===== src/rtl/iaddr_unit_if.sv =====
// rtl/iaddr_unit_if.sv - control-side bus between the control unit and the PC/RAS block
interface iaddr_unit_if #(
  parameter int AW    = 16,
  parameter int DEPTH = 4
);
  localparam int CW = $clog2(DEPTH) + 1;

  logic          stall;
  logic [1:0]    nextSel;
  logic [AW-1:0] aluOut;
  logic          call;
  logic [AW-1:0] iAddr;
  logic [CW-1:0] rasCount;
  logic          rasEmpty;
  logic          rasFull;
  logic          rasUnderflow;

  modport master (
    output stall, nextSel, aluOut, call,
    input  iAddr, rasCount, rasEmpty, rasFull, rasUnderflow
  );

  modport slave (
    input  stall, nextSel, aluOut, call,
    output iAddr, rasCount, rasEmpty, rasFull, rasUnderflow
  );
endinterface


===== src/rtl/iaddr_unit.sv =====
// rtl/iaddr_unit.sv - instruction-address register with incrementer, hold/stall and return-address stack
module iaddr_unit #(
  parameter int                AW         = 16,
  parameter int                DEPTH      = 4,
  parameter logic [AW-1:0]     RESET_ADDR = '0,
  parameter logic [AW-1:0]     STEP       = AW'(1)
) (
  input logic         clk,
  input logic         nreset,
  iaddr_unit_if.slave bus
);
  localparam int PW = $clog2(DEPTH);
  localparam int CW = PW + 1;

  localparam logic [1:0] SEL_SEQ  = 2'b00;
  localparam logic [1:0] SEL_ALU  = 2'b01;
  localparam logic [1:0] SEL_RET  = 2'b10;

  logic [AW-1:0] iaddr_q, iaddr_d;
  logic [PW-1:0] ptr_q, ptr_d;
  logic [CW-1:0] cnt_q, cnt_d;
  logic          unf_q, unf_d;
  logic [AW-1:0] mem_q [DEPTH];
  logic [AW-1:0] seq;
  logic          push;

  assign seq = iaddr_q + STEP;

  always_comb begin
    iaddr_d = iaddr_q;
    ptr_d   = ptr_q;
    cnt_d   = cnt_q;
    unf_d   = unf_q;
    push    = 1'b0;
    if (!bus.stall) begin
      case (bus.nextSel)
        SEL_SEQ: iaddr_d = seq;
        SEL_ALU: begin
          iaddr_d = bus.aluOut;
          if (bus.call) begin
            // Circular stack: a push when full silently overwrites the oldest entry.
            push  = 1'b1;
            ptr_d = ptr_q + PW'(1);
            cnt_d = (cnt_q == CW'(DEPTH)) ? cnt_q : cnt_q + CW'(1);
          end
        end
        SEL_RET: begin
          if (cnt_q != '0) begin
            iaddr_d = mem_q[ptr_q];
            ptr_d   = ptr_q - PW'(1);
            cnt_d   = cnt_q - CW'(1);
          end else begin
            iaddr_d = seq;
            unf_d   = 1'b1;
          end
        end
        default: ;
      endcase
    end
  end

  always_ff @(posedge clk or negedge nreset) begin
    if (!nreset) begin
      iaddr_q <= RESET_ADDR;
      ptr_q   <= '0;
      cnt_q   <= '0;
      unf_q   <= 1'b0;
    end else begin
      iaddr_q <= iaddr_d;
      ptr_q   <= ptr_d;
      cnt_q   <= cnt_d;
      unf_q   <= unf_d;
    end
  end

  // Stack storage carries no reset; only entries below cnt_q are ever read.
  always_ff @(posedge clk) begin
    if (push) mem_q[ptr_d] <= seq;
  end

  assign bus.iAddr        = iaddr_q;
  assign bus.rasCount     = cnt_q;
  assign bus.rasEmpty     = (cnt_q == '0);
  assign bus.rasFull      = (cnt_q == CW'(DEPTH));
  assign bus.rasUnderflow = unf_q;
endmodule

===== src/flat_wrapper.sv =====
// flat-port wrapper written by rule: the top's interface ports become plain ports
module iaddr_unit_flat 
#(
  parameter int                AW         = 16,
  parameter int                DEPTH      = 4,
  parameter logic [AW-1:0]     RESET_ADDR = '0,
  parameter logic [AW-1:0]     STEP       = AW'(1)
)
  (clk, nreset, bus_stall, bus_nextSel, bus_aluOut, bus_call, bus_iAddr, bus_rasCount, bus_rasEmpty, bus_rasFull, bus_rasUnderflow);
  iaddr_unit_if #(.AW(AW), .DEPTH(DEPTH)) bus_i ();
  input logic clk;
  input logic nreset;
  input wire logic [$bits(bus_i.stall)-1:0] bus_stall;
  input wire logic [$bits(bus_i.nextSel)-1:0] bus_nextSel;
  input wire logic [$bits(bus_i.aluOut)-1:0] bus_aluOut;
  input wire logic [$bits(bus_i.call)-1:0] bus_call;
  output wire logic [$bits(bus_i.iAddr)-1:0] bus_iAddr;
  output wire logic [$bits(bus_i.rasCount)-1:0] bus_rasCount;
  output wire logic [$bits(bus_i.rasEmpty)-1:0] bus_rasEmpty;
  output wire logic [$bits(bus_i.rasFull)-1:0] bus_rasFull;
  output wire logic [$bits(bus_i.rasUnderflow)-1:0] bus_rasUnderflow;
  assign bus_i.stall = bus_stall;
  assign bus_i.nextSel = bus_nextSel;
  assign bus_i.aluOut = bus_aluOut;
  assign bus_i.call = bus_call;
  assign bus_iAddr = bus_i.iAddr;
  assign bus_rasCount = bus_i.rasCount;
  assign bus_rasEmpty = bus_i.rasEmpty;
  assign bus_rasFull = bus_i.rasFull;
  assign bus_rasUnderflow = bus_i.rasUnderflow;
  iaddr_unit #(.AW(AW), .DEPTH(DEPTH), .RESET_ADDR(RESET_ADDR), .STEP(STEP)) u_core (.clk(clk), .nreset(nreset), .bus(bus_i));
endmodule

===== config.mk =====
export PLATFORM = sky130hd
export DESIGN_NAME = iaddr_unit_flat
export DESIGN_NICKNAME = d
export VERILOG_FILES = /design/src/rtl/iaddr_unit_if.sv /design/src/rtl/iaddr_unit.sv /design/src/flat_wrapper.sv
export SDC_FILE = /design/constraint.sdc
export NUM_CORES = 1
export LEC_CHECK = 0
export CELL_PAD_IN_SITES_DETAIL_PLACEMENT = 2
export CELL_PAD_IN_SITES_GLOBAL_PLACEMENT = 2
export CORE_ASPECT_RATIO = 0.8
export CORE_MARGIN = 2
export CORE_UTILIZATION = 43
export CTS_CLUSTER_SIZE = 40
export DETAILED_ROUTE_END_ITERATION = 10
export PLACE_DENSITY = 0.89
export SETUP_SLACK_MARGIN = 0.4
export SLEW_MARGIN = 20
export SYNTH_ARGS = -nofsm -noshare
export SYNTH_HDL_FRONTEND = slang
export SYNTH_SLANG_ARGS = --single-unit

===== constraint.sdc =====
create_clock -name clk -period 5.2 [get_ports clk]
set_input_delay 1.04 -clock clk [delete_from_list [all_inputs] [get_ports clk]]
set_output_delay 1.04 -clock clk [all_outputs]
set_load 0.05 [all_outputs]

==> results.toml <==
[grt]
grt_use_met3_pct = 4.59
grt_pass1_vias = 2966
grt_pass1_wl_mm = 17.8
gr-total-overflow = 0
grt_max_degree = 23
grtUsageMet1_pct = 30.8
antenna_found_initial = 0
use_met2_pct = 42.3
grt.total_usage_pct = 23.9
top_usage_layer = "met2"

[clock_tree]
numCtsBuffers = 9
clk_pin_slew_ns = 0.06
cts_setup_buffers = 0
insertion_delay_ns = 0.34
cts_buffer_depth = 2
cts_tree = "built"
clkSinkCount = 86
cts_root_buffer = "clkbuf_16"
ctsResizeCount = 0
h-tree-depth = 3
holdBufCountCts = 0

[synth]
synth_area_um2 = 4000
synth-compound-area-share_pct = 11.3
synthAdderAreaFrac_pct = 1.75
synth_top_family_by_area = "compound AO/OA/AOI/OAI gates"
synth.net_count = 313
yosysSeqAreaShare_pct = 61.9
ys_seq_elements = 86
avgSynthCellArea_um2 = 14.0
muxShareOfSynthArea_pct = 9.02
ys_warn_count = 0
ys_types = 50
syn_inst = 286
yosys.area_share.simple_pct = 9.61
synth_xor_area_share_pct = 3.73

[drt]
routed_wl_mm = 11.4
drc = 0
viasPerCell = 5.95
first_pass_iters = 4
ant_nets = 0
detail_route.wl_per_cell_um = 25.6
detail_route.iter0.violations = 129
vias = 2653

[pwr]
irDropWorstVdd_uv = 302
power_density_nw_per_um2 = 492
combPwrFrac_pct = 32.4
internal_power_uw = 1470
clockPowerShare_pct = 25.4
leakagePower_uw = 0.00165
power.net_switching_uw = 883
p_total_uw = 2360
sequentialPowerShare_pct = 42.2
sw_frac_of_total_pct = 37.5

[floorplan]
fp-row-count = 31
die_w_um = 112
dieArea_um2 = 10100
die_h_um = 90.2
start_util_pct = 44.2
io-pin-count = 44
core-area_um2 = 9040

[timing]
finalWorstSetupSlack_ns = 1.14
tightest_slew_ns = 1.02
max_freq_mhz = 246
tns_ns = 0
hold_viol_final = 0
fin_crit_ns = 4.06
clock_skew_ns = 0.00683
relSlewSlack_pct = 31.7
finalCritPeriodShare_pct = 78.1
rsz0062_at_grt = "false"
setup-violations-final = 0
finalMaxSlewViolations = 0

[critical_path]
worstSetupEndpointType = "flop"
crit_required_ns = 5.16
arrival_ns = 4.02
reg2regPathDepth = 5
worst_path_max_delay_cell = "and3_1"
r2r_slack_ns = 2.44
timing.rr.start = "u_core.bus.rasCount[2]$_DFFE_PN0P_"
path_delay_family = "simple AND/OR/NAND/NOR gates"
path_cells = "clkdlybuf4s50_1 -> ha_1 -> nand2_1 -> o21ai_0 -> nand2_1 -> o21ai_1 -> and3_1"
crit_buf_inv = 1
worst_path_most_repeated_cell = "nand2_1"
max_stage_delay_ns = 0.84
cp_max_fo = 22
reg2reg_to = "u_core.mem_q[3][0]$_DFFE_PP_"
cp-start-kind = "input pin"
crit_type = "input pin to flop"

[hold_path]
hold_depth = 1
hp-class = "flop to flop"
holdPathEnd = "u_core.bus.rasUnderflow$_DFFE_PN0P_"
worstHoldStart = "u_core.bus.rasUnderflow$_DFFE_PN0P_"

[cells_and_area]
final_layout_size_suffix_gt1_share_pct = 13.6
layout_commonest_cell = "edfxtp_1"
n_antenna_cell = 0
area_growth_pct = 19.8
nets = 353
final_cell_mix = "64 x edfxtp_1, 42 x clkdlybuf4s50_1, 22 x dfrtp_1, 21 x nor2_1, 16 x mux4_2"

[placement]
post-place-ws_ns = 0.834
io_buffers = 43
hpwlAfterDp_mm = 7.78
place_congestion = 0.827

[outcome]
status = "complete, no violations"

[job]
maxCapViolations = 0
==> state kept, by name, summed over array words and instances, names as in the netlist <==
signal	cells
u_core.bus.iAddr	16
u_core.bus.rasCount	3
u_core.bus.rasUnderflow	1
u_core.mem_q	64
u_core.ptr_q	2
==> synth_stat cells (all sizes together) <==
| library cell | instances | share of area (%) |
|---|---|---|
| a211oi | 1 | 0.19 |
| a21o | 4 | 0.75 |
| a21oi | 9 | 1.1 |
| a221o | 4 | 1.0 |
| a22o | 4 | 0.88 |
| a22oi | 13 | 2.4 |
| a31oi | 1 | 0.16 |
| and3 | 3 | 0.50 |
| and3b | 2 | 0.44 |
| buf | 6 | 0.88 |
| clkbuf | 10 | 0.97 |
| dfrtp | 22 | 14 |
| edfxtp | 64 | 48 |
| fa | 1 | 0.50 |
| ha | 4 | 1.3 |
| inv | 9 | 0.85 |
| mux4 | 16 | 9.0 |
| nand2 | 13 | 1.2 |
| nand2b | 1 | 0.16 |
| nand3 | 7 | 1.2 |
| nand4 | 3 | 0.63 |
| nor2 | 23 | 2.3 |
| nor3 | 6 | 0.88 |
| nor3b | 2 | 0.38 |
| nor4 | 4 | 0.78 |
| nor4b | 1 | 0.38 |
| o211ai | 1 | 0.19 |
| o21ai | 21 | 2.7 |
| o21ba | 1 | 0.25 |
| o22ai | 2 | 0.31 |
| o311ai | 3 | 0.66 |
| o31a | 1 | 0.22 |
| o31ai | 1 | 0.19 |
| o32a | 1 | 0.25 |
| or2 | 3 | 0.47 |
| or3 | 2 | 0.31 |
| xnor2 | 9 | 2.0 |
| xor2 | 8 | 1.8 |
==> cell families after synthesis <==
group	count (synthesis)
adder cells (fa/ha/maj)	5
flip-flops	86
AND/OR/NAND/NOR	70
XOR/XNOR	17
AO/OA/AOI/OAI	67
buffers and inverters	25
multiplexers	16
==> how the worst max path moves through the flow <==
stage	start	end	slack [ns]	depth (start not counted)
final	bus_nextSel[0]	u_core.mem_q[3][0]$_DFFE_PP_	1.14	7
after global routing	bus_nextSel[0]	u_core.mem_q[3][10]$_DFFE_PP_	0.89	7
after CTS	bus_nextSel[0]	u_core.mem_q[3][8]$_DFFE_PP_	1.10	7
after global placement	bus_nextSel[0]	u_core.mem_q[3][7]$_DFFE_PP_	1.03	7
after detailed placement	bus_nextSel[0]	u_core.mem_q[1][12]$_DFFE_PP_	0.83	7
after floorplan	bus_nextSel[0]	u_core.mem_q[0][0]$_DFFE_PP_	1.11	7
==> final cells by class <==
type | count | area [um2]
fillers | 860 | 4250
flip-flops and latches | 86 | 2470
multi-input cells | 175 | 1420
repair buffers | 45 | 440
clock buffers | 10 | 229
well taps | 115 | 144
clock inverters | 6 | 46.3
inverters | 9 | 33.8
==> routing by layer <==
metal	routed length, um	part of all wire [%]
met3	519	4.5
met2	5970	52
met1	4790	42
met4	123	1.1
met5	0	0
==> power by group through the flow <==
stage	Clock, uW	Combinational (uW)	Sequential, uW
after detailed placement	0	765	1010
after global routing	636	812	1010
after CTS	609	771	996
after floorplan	0	364	1130
after global placement	0	738	999
final	599	764	995
==> metrics by stage <==
step,instances,hold slack [ns],util [%],cell area [um2]
after CTS,446,0.514,53.0,4790
final,446,0.503,53.0,4790
after floorplan,286,0.703,-,4000
after detailed placement,430,0.481,50.0,4520
after global routing,446,0.546,53.0,4790
after global placement,430,0.476,50.0,4520
(Power assumes the default switching activity.)
